[config.mk]
export PLATFORM = sky130hd
export DESIGN_NAME = pc_fetch_flat
export DESIGN_NICKNAME = d
export VERILOG_FILES = /design/src/rtl/pc_fetch_pkg.sv /design/src/rtl/pc_fetch_if.sv /design/src/rtl/pc_fetch_incr.sv /design/src/rtl/pc_fetch.sv /design/src/flat_wrapper.sv
export SDC_FILE = /design/constraint.sdc
export NUM_CORES = 1
export LEC_CHECK = 0
export BUFFER_PORTS_ARGS = -buffer_cell sky130_fd_sc_hd__buf_2
export CAP_MARGIN = 15
export CORE_MARGIN = 3
export CORE_UTILIZATION = 46
export DETAILED_ROUTE_END_ITERATION = 8
export PLACE_DENSITY = 0.75
export REMOVE_ABC_BUFFERS = 1
export SLEW_MARGIN = 20
export SYNTH_ARGS = -nofsm -noshare
export SYNTH_HDL_FRONTEND = slang
export SYNTH_SLANG_ARGS = --single-unit
[constraint.sdc]
create_clock -name clk -period 7 [get_ports clk]
set_clock_uncertainty 0.05 [all_clocks]
set_input_delay 1.4 -clock clk [delete_from_list [all_inputs] [get_ports clk]]
set_output_delay 1.4 -clock clk [all_outputs]
set_load 0.01 [all_outputs]
[src/rtl/pc_fetch_pkg.sv]
// Shared types and constants for the PC / instruction-fetch stage.
package pc_fetch_pkg;

    typedef enum logic [2:0] {
        IDLE  = 3'd0,
        REQ   = 3'd1,
        WAIT  = 3'd2,
        HOLD  = 3'd3,
        DRAIN = 3'd4
    } state_t;

    localparam int PC_INC = 4;

endpackage

[src/rtl/pc_fetch_if.sv]
// Instruction-memory request/response channel; master = fetch stage, slave = memory.
interface pc_fetch_if #(
    parameter int WIDTH = 32
);
    logic             imem_req_valid;
    logic             imem_req_ready;
    logic [WIDTH-1:0] imem_addr;
    logic             imem_resp_valid;
    logic [WIDTH-1:0] imem_resp_data;

    modport master (
        output imem_req_valid,
        output imem_addr,
        input  imem_req_ready,
        input  imem_resp_valid,
        input  imem_resp_data
    );

    modport slave (
        input  imem_req_valid,
        input  imem_addr,
        output imem_req_ready,
        output imem_resp_valid,
        output imem_resp_data
    );
endinterface

[src/rtl/pc_fetch_incr.sv]
// Combinational next-sequential-PC adder (wraps modulo 2^WIDTH).
module pc_incr
    import pc_fetch_pkg::*;
#(
    parameter int WIDTH = 32
) (
    input  logic [WIDTH-1:0] pc,
    output logic [WIDTH-1:0] pc_plus
);
    assign pc_plus = pc + WIDTH'(PC_INC);
endmodule

[src/rtl/pc_fetch.sv]
// PC register, single-outstanding instruction fetch and one-entry decode output register.
// Optional build macro PC_FETCH_ALIGN_CHECK_EN: word-align redirect targets and flag misalignment.
module pc_fetch
    import pc_fetch_pkg::*;
#(
    parameter int             WIDTH    = 32,
    parameter logic [WIDTH-1:0] RESET_PC = '0
) (
    input  logic             clk,
    input  logic             rst,
    pc_fetch_if.master       imem,
    input  logic             redirect_valid,
    input  logic [WIDTH-1:0] redirect_target,
    output logic             if_valid,
    input  logic             if_ready,
    output logic [WIDTH-1:0] if_pc,
    output logic [WIDTH-1:0] if_instr,
    output logic             misalign
);

    state_t           state_reg;
    logic             req_valid_reg;
    logic [WIDTH-1:0] pc_reg;
    logic [WIDTH-1:0] pc_plus;
    logic             if_valid_reg;
    logic [WIDTH-1:0] if_pc_reg;
    logic [WIDTH-1:0] if_instr_reg;

    logic             hs;
    logic             slot_free;
    logic             redirect_take;
    logic             accept;
    logic             drop_pending;
    logic [WIDTH-1:0] target_pc;

    pc_incr #(.WIDTH(WIDTH)) u_incr (
        .pc      (pc_reg),
        .pc_plus (pc_plus)
    );

    assign hs            = req_valid_reg && imem.imem_req_ready;
    assign slot_free     = !if_valid_reg || if_ready;
    assign redirect_take = redirect_valid && (state_reg != IDLE);
    assign accept        = (state_reg == WAIT) && imem.imem_resp_valid && slot_free && !redirect_take;

    // A redirect leaves a response owed by memory when a request is in flight
    // and its data has not shown up in this same cycle.
    always_comb begin
        drop_pending = 1'b0;
        case (state_reg)
            WAIT, DRAIN: drop_pending = !imem.imem_resp_valid;
            REQ:         drop_pending = hs;
            default:     drop_pending = 1'b0;
        endcase
    end

`ifdef PC_FETCH_ALIGN_CHECK_EN
    logic misalign_reg;

    assign target_pc = {redirect_target[WIDTH-1:2], 2'b00};

    always_ff @(posedge clk or posedge rst) begin
        if (rst) begin
            misalign_reg <= 1'b0;
        end else if (redirect_take && (redirect_target[1:0] != 2'b00)) begin
            misalign_reg <= 1'b1;
        end
    end

    assign misalign = misalign_reg;
`else
    assign target_pc = redirect_target;
    assign misalign  = 1'b0;
`endif

    always_ff @(posedge clk or posedge rst) begin
        if (rst) begin
            state_reg     <= IDLE;
            req_valid_reg <= 1'b0;
        end else if (redirect_take) begin
            if (drop_pending) begin
                state_reg     <= DRAIN;
                req_valid_reg <= 1'b0;
            end else begin
                state_reg     <= REQ;
                req_valid_reg <= 1'b1;
            end
        end else begin
            case (state_reg)
                IDLE: begin
                    state_reg     <= REQ;
                    req_valid_reg <= 1'b1;
                end
                REQ: begin
                    if (hs) begin
                        state_reg     <= WAIT;
                        req_valid_reg <= 1'b0;
                    end
                end
                WAIT: begin
                    // Only fetch ahead when decode is draining; otherwise park in HOLD.
                    if (accept) begin
                        if (if_ready) begin
                            state_reg     <= REQ;
                            req_valid_reg <= 1'b1;
                        end else begin
                            state_reg     <= HOLD;
                            req_valid_reg <= 1'b0;
                        end
                    end
                end
                HOLD: begin
                    if (if_ready) begin
                        state_reg     <= REQ;
                        req_valid_reg <= 1'b1;
                    end
                end
                DRAIN: begin
                    if (imem.imem_resp_valid) begin
                        state_reg     <= REQ;
                        req_valid_reg <= 1'b1;
                    end
                end
                default: begin
                    state_reg     <= IDLE;
                    req_valid_reg <= 1'b0;
                end
            endcase
        end
    end

    always_ff @(posedge clk or posedge rst) begin
        if (rst) begin
            pc_reg       <= RESET_PC;
            if_valid_reg <= 1'b0;
            if_pc_reg    <= '0;
            if_instr_reg <= '0;
        end else if (redirect_take) begin
            pc_reg       <= target_pc;
            if_valid_reg <= 1'b0;
        end else if (accept) begin
            pc_reg       <= pc_plus;
            if_valid_reg <= 1'b1;
            if_pc_reg    <= pc_reg;
            if_instr_reg <= imem.imem_resp_data;
        end else if (if_ready) begin
            if_valid_reg <= 1'b0;
        end
    end

    assign imem.imem_req_valid = req_valid_reg;
    assign imem.imem_addr      = pc_reg;
    assign if_valid            = if_valid_reg;
    assign if_pc               = if_pc_reg;
    assign if_instr            = if_instr_reg;

endmodule

[src/flat_wrapper.sv]
// flat-port wrapper written by rule: the top's interface ports become plain ports
module pc_fetch_flat import pc_fetch_pkg::*;
#(
    parameter int             WIDTH    = 32,
    parameter logic [WIDTH-1:0] RESET_PC = '0
)
  (clk, rst, redirect_valid, redirect_target, if_valid, if_ready, if_pc, if_instr, misalign, imem_imem_req_valid, imem_imem_addr, imem_imem_req_ready, imem_imem_resp_valid, imem_imem_resp_data);
  pc_fetch_if #(.WIDTH(WIDTH)) imem_i ();
  input  logic clk;
  input  logic rst;
  input  logic redirect_valid;
  input  logic [WIDTH-1:0] redirect_target;
  output logic if_valid;
  input  logic if_ready;
  output logic [WIDTH-1:0] if_pc;
  output logic [WIDTH-1:0] if_instr;
  output logic misalign;
  output wire logic [$bits(imem_i.imem_req_valid)-1:0] imem_imem_req_valid;
  output wire logic [$bits(imem_i.imem_addr)-1:0] imem_imem_addr;
  input wire logic [$bits(imem_i.imem_req_ready)-1:0] imem_imem_req_ready;
  input wire logic [$bits(imem_i.imem_resp_valid)-1:0] imem_imem_resp_valid;
  input wire logic [$bits(imem_i.imem_resp_data)-1:0] imem_imem_resp_data;
  assign imem_imem_req_valid = imem_i.imem_req_valid;
  assign imem_imem_addr = imem_i.imem_addr;
  assign imem_i.imem_req_ready = imem_imem_req_ready;
  assign imem_i.imem_resp_valid = imem_imem_resp_valid;
  assign imem_i.imem_resp_data = imem_imem_resp_data;
  pc_fetch #(.WIDTH(WIDTH), .RESET_PC(RESET_PC)) u_core (.clk(clk), .rst(rst), .imem(imem_i), .redirect_valid(redirect_valid), .redirect_target(redirect_target), .if_valid(if_valid), .if_ready(if_ready), .if_pc(if_pc), .if_instr(if_instr), .misalign(misalign));
endmodule
==> results by group, run 1 <==
Status
  – Status: finished clean

Route
  – Avg Vias per Cell: 5.23
  – Vias: 3585
  – Final antenna-violating net count: 0
  – Detailed Routing Iterations Pass 1: 4
  – WL/cell: 15.4 um
  – Final WL: 10600 um
  – Drt first-iter violations: 116
  – # DRC: 0

Setup path
  – Number of cells on the worst reg-to-reg path: 3
  – Critical Path Source Type: input pin
  – Crit Path Max Fanout: 64
  – Critical path type: in -> reg
  – WP data arrival: 3.30 ns
  – Critical Path, Cell by Cell: buf_2, o31ai_2, nand3_4, mux2_2
  – CP bufs+invs: 1
  – Element type at the critical path end: flip-flop
  – Critical path depth in cells: 4
  – Max stage delay cell, worst path: nand3_4
  – Largest stage delay on the critical path: 0.91 ns
  – Worst EP required: 7.19 ns
  – Critical path's top delay family: simple AND/OR/NAND/NOR gates

Timing
  – Min Tclk post-route: 3.11 ns
  – Final setup margin: 3.89 ns
  – Final hold slack: 0.454 ns
  – Relative slew slack: 0.381
  – Setup-failing EPs final: 0
  – Tightest Pin Transition: 0.928 ns
  – Final hold vios: 0
  – Fmax: 322 MHz
  – Slew Limit Fails: 0
  – Final setup TNS: 0 ns
  – Period utilisation layout: 0.444
  – RSZ-0062 raised after global routing: false

Cells and area
  – Post-route cell area: 5670 sq um
  – FILL cells: 795
  – Share of layout cells above drive strength 1: 0.471
  – Nets@finish: 622
  – Final std cells w/o fill: 686
  – Multi-input logic area: 1940 sq um
  – Area delta synth->final: 24.9%
  – Register area: 2530 sq um
  – Post-layout util: 0.602

Clock network
  – CTS tree: built
  – Post-cts sizing count: 0
  – Clock tree sinks: 101
  – Worst skew pair latency: 0.36 ns
  – Hold-fix buffers, CTS: 0
  – Clk slew on worst S/H paths: 0.09 ns
  – Total CTS buffers: 9
  – H-tree levels: 3
  – Clock tree buffer depth: 2
  – Root buffer cell: clkbuf_8
  – Postcts setup bufs: 0

Floorplanning
  – IO Count: 169
  – Initial core utilization: 0.482
  – Cell row count: 35
  – Die extent in y: 105 um
  – Die width: 105 um
  – Die ar.: 11100 sq um
  – Core Area: 9420 sq um

Pwr
  – Worst VDD drop: 0.000201 V
  – PwrDens: 389 nW/um^2
  – Tot Pwr: 2.21 mW
  – Leakage power: 2.82 nW

Synth
  – Number of synthesized flops with an enable pin: 0
  – YS warnings: 0
  – Sequential area share after synthesis: 0.556
  – Top cell type by total area after synthesis: dfrtp_1
  – Cell Area, Synth: 4540 sq um
  – Top-area cell type share of the netlist area: 0.556
  – Mapped Cells: 393
  – Ranking of synthesized cells by area: dfrtp_1 (56%), mux2_2 (16%), nand2_1 (4.4%)
  – Post-synth top flop: dfrtp_1
  – Synth Register Bits: 101
  – Asr flop ratio synth: 1.00
  – Count of different cell masters after synthesis: 45
  – Synth cell count leaders: dfrtp_1 (101), mux2_2 (66), nand2_1 (53), o21ai_0 (30), clkbuf_1 (20)
  – Most frequent cell after synthesis: dfrtp_1
  – Avg Cell Area, Syn: 11.6 sq um

Placed design
  – Buffers on Ports: 167
  – Placer Congestion: 0.845
  – Cells after DPL: 669
  – Pre-CTS setup slack: 3.51 ns
  – Post-DP HPWL: 7640 um
  – Post-placement cell area: 5490 sq um

GRT
  – Pin count of the biggest net entering global routing: 75
  – Vias in the first global route: 3472
  – Antenna violations before repair: 0
  – GRT overflow: 0
  – Global-route wire length before repair: 17300 um
  – Gr usage total: 0.191

Flow run
  – Max cap viols: 0

Worst hold path
  – HP Class: reg -> reg
  – Hold depth: 2
## worst paths after layout
kind / start / endpoint / slack (ns)
min: u_core.imem.imem_addr[1] / u_core.imem.imem_addr[1] / 0.45
max: redirect_valid / u_core.if_instr[25] / 3.89
max in group asynchronous: rst / u_core.if_instr[5] / 4.70
min reg2reg: u_core.imem.imem_addr[1] / u_core.imem.imem_addr[1] / 0.45
min in group asynchronous: rst / u_core.if_instr[19] / 0.95
max reg2reg: u_core.state_reg[1] / u_core.if_instr[25] / 4.02
## layer usage
metal / GRT usage / wire, um
met4: 0.0581 / 157
met5: 0 / 0
met1: 0.245 / 4280
met3: 0.0435 / 861
met2: 0.322 / 5300
## report_power, final
group          switching [mW]  leakage [nW]  total [mW]  internal [mW]
clock                   0.199        0.0816       0.339          0.139
combinational           0.408          1.45       0.811          0.403
sequential              0.236          1.29        1.06          0.822
total                   0.843          2.82        2.21           1.36
## kinds of logic after synthesis
family	after synthesis	synth area share
adders and majority gates	1	0.00275
xor gates and xnor gates	26	0.0501
muxes	67	0.166
DFF	101	0.556
other	1	0.000826
buffers and inverters	24	0.0223
AOI/OAI and AO/OA	44	0.0545
and+or+nand+nor	129	0.147
## layout by cell type, fill, tap and decap left out, types with 2 or more instances in the layout
cell type   count
nand2_1        53
mux2_2         66
nand4_1         9
xnor2_1        13
nor4_1          8
or2_2           2
clkinvlp_4      3
xor2_1         13
dfrtp_1       101
nor2b_1         3
buf_2         167
o21ai_0        30
buf_4           2
and4_1          3
nand3_1        11
nor2_1         14
nand3b_1        2
and3_1          4
clkbuf_8       10
o311ai_0        2
nor3_1          4
or3_1           2
a31oi_1         2
a21oi_1         5
## tightest hold or removal path, cell delays in order, from the launching register on
cell and delay (ns):
dfrtp_1 0.37, nand2_1 0.05, nand2_1 0.06
## cell type report
type | instances | share of cell area
Antenna cell | 1 | 0.000441
Clock buffer | 11 | 0.0249
Clock inverter | 5 | 0.00640
Inverter | 2 | 0.00176
Multi-Input combinational cell | 268 | 0.342
Sequential cell | 101 | 0.446
Tap cell | 129 | 0.0285
Timing Repair Buffer | 169 | 0.150
(Power assumes the default switching activity.)
==> run 2: changes to the inputs <==
CORE_UTILIZATION = 45   (was 46)
PLACE_DENSITY = 0.77   (was 0.75)
clock period = 2.5 ns   (was 7 ns; I/O delays follow)
==> run 2 against run 1 <==
Against the previous run: sequential share of layout area down 1.1 points; setup slack worse by 3.7 ns; first-iteration DRC count up 0.86%; via count up 1.5%; die area up 2.1%; cell count up 1.6%; non-clock buffer count up 8; largest cell class unchanged; largest power group unchanged.
==> results by group, run 2 (same netlist as run 1, synthesis figures left out) <==
Timing
  – Min Tclk post-route: 2.33 ns
  – Setup-failing EPs final: 0 (unchanged)
  – Fmax: 428 MHz
  – Final setup margin: 0.166 ns (-3.73 ns)
  – Final hold vios: 0 (unchanged)
  – RSZ-0062 raised after global routing: false
  – Period utilisation layout: 0.934
  – Tightest Pin Transition: 0.638 ns (-0.291 ns)
  – Slew Limit Fails: 0 (unchanged)
  – Final hold slack: 0.0923 ns (-0.362 ns)
  – Relative slew slack: 0.571 (+0.190)
  – Final setup TNS: 0 ns (unchanged)

Clock network
  – H-tree levels: 3 (unchanged)
  – Worst skew pair latency: 0.36 ns (about the same)
  – Clock tree buffer depth: 2 (unchanged)
  – Post-cts sizing count: 0 (unchanged)
  – Root buffer cell: clkbuf_8
  – Clk slew on worst S/H paths: 0.10 ns (about the same)
  – Clock tree sinks: 101 (unchanged)
  – Postcts setup bufs: 0 (unchanged)
  – Total CTS buffers: 9 (unchanged)
  – CTS tree: built
  – Hold-fix buffers, CTS: 0 (unchanged)

Placed design
  – Post-DP HPWL: 8270 um (+8.3%)
  – Pre-CTS setup slack: 0.186 ns (-3.32 ns)
  – Buffers on Ports: 167 (unchanged)
  – Placer Congestion: 0.876 (+3.7%)
  – Cells after DPL: 681 (+1.8%)

Pwr
  – Leakage power: 2.90 nW (+2.7%)
  – PwrDens: 1110 nW/um^2 (+190%)
  – Worst VDD drop: 0.000502 V (+150%)

GRT
  – Global-route wire length before repair: 17600 um (+1.6%)
  – GRT overflow: 0 (unchanged)
  – Gr usage total: 0.193 (+0.00238)
  – Pin count of the biggest net entering global routing: 43 (-43%)
  – Antenna violations before repair: 1 (+1)
  – Vias in the first global route: 3555 (+2.4%)

Setup path
  – Element type at the critical path end: flip-flop
  – Critical path type: reg -> reg
  – Max stage delay cell, worst path: or4_4
  – WP data arrival: 2.56 ns (-0.74 ns)
  – Critical path's top delay family: simple AND/OR/NAND/NOR gates
  – Crit Path Max Fanout: 10 (-84%)
  – Critical Path, Cell by Cell: nand3_1, or4_4, or3_4, or3_1, a31oi_1
  – Worst EP required: 2.73 ns (-4.46 ns)
  – Largest stage delay on the critical path: 0.62 ns (-0.29 ns)
  – Critical Path Source Type: flip-flop
  – CP bufs+invs: 0 (-1)

Route
  – Vias: 3638 (+1.5%)
  – Detailed Routing Iterations Pass 1: 4 (unchanged)
  – Avg Vias per Cell: 5.22 (-0.12%)
  – WL/cell: 15.8 um (+2.2%)
  – Final antenna-violating net count: 0 (unchanged)
  – # DRC: 0 (unchanged)
  – Final WL: 11000 um (+3.8%)
  – Drt first-iter violations: 117 (+0.86%)

Floorplanning
  – Core Area: 9770 sq um (+3.8%)
  – Die width: 106 um (+1.0%)
  – Die extent in y: 106 um (+1.0%)
  – Die ar.: 11300 sq um (+2.1%)
  – Initial core utilization: 0.465 (-0.0177)
  – IO Count: 169 (unchanged)
  – Cell row count: 36 (+2.9%)

Cells and area
  – Share of layout cells above drive strength 1: 0.479 (+0.00750)
  – Final std cells w/o fill: 697 (+1.6%)
  – Diodes inserted: 0 (-1)
  – Most frequent cells in the layout: buf_2 (167), dfrtp_1 (101), mux2_2 (66)
  – Area delta synth->final: 28.1%
  – Most common cell after layout, fill and taps aside: buf_2
  – Nets@finish: 630 (+1.3%)

Worst hold path
  – HP Class: in -> async

Status
  – Status: finished clean

Flow run
  – Max cap viols: 0 (unchanged)
run 2: changes by cell type in the layout (fill, tap and decap cells not counted), sizes merged:
cell / delta
clkinv: -1
clkinvlp: -1
diode: -1
bufinv: +2
buf: +8
run 2: final timing paths:
path	startpoint	endpoint	slack [ns]	cells after the start
setup / recovery	u_core.imem.imem_addr[7]	u_core.imem.imem_addr[27]	0.17	5
hold / removal	rst	u_core.if_instr[17]	0.09	2
setup reg to reg	u_core.imem.imem_addr[7]	u_core.imem.imem_addr[27]	0.17	5
hold reg to reg	u_core.if_pc[24]	u_core.if_pc[24]	0.46	1
max in group asynchronous	rst	u_core.if_pc[14]	1.58	3
min in group clk	redirect_target[1]	u_core.imem.imem_addr[1]	0.28	3
run 2: report_power, final:
group          leakage, nW  internal [mW]  switching [mW]
Clock                0.106          0.594           0.555
Combinational         1.50           1.18            1.22
Sequential            1.29           2.30           0.618
Total                 2.90           4.07            2.39
run 2: layer usage:
layer | share of wire | routed length [um] | global-route usage
met4 | 0.010 | 114 | 0.0521
met5 | 0.0010 | 11 | 0
met1 | 0.40 | 4440 | 0.248
met2 | 0.51 | 5570 | 0.332
met3 | 0.078 | 859 | 0.0437
run 2: layout make-up:
cell class	count	area, sq um
clock buffers	11	141
clock inverters	5	83.8
fillers	858	3960
inverters	2	10.0
multi-input cells	268	1940
flip-flops and latches	101	2530
well taps	133	166
repair buffers	177	948
run 2: per-stage QoR:
step | power, mW | utilization | area (sq um)
after global routing | 6.90 | 0.595 | 5820
after CTS | 6.54 | 0.595 | 5820
after global placement | 5.25 | 0.572 | 5590
after floorplan | 4.21 | - | 4450
final | 6.47 | 0.595 | 5820
after detailed placement | 5.38 | 0.572 | 5590
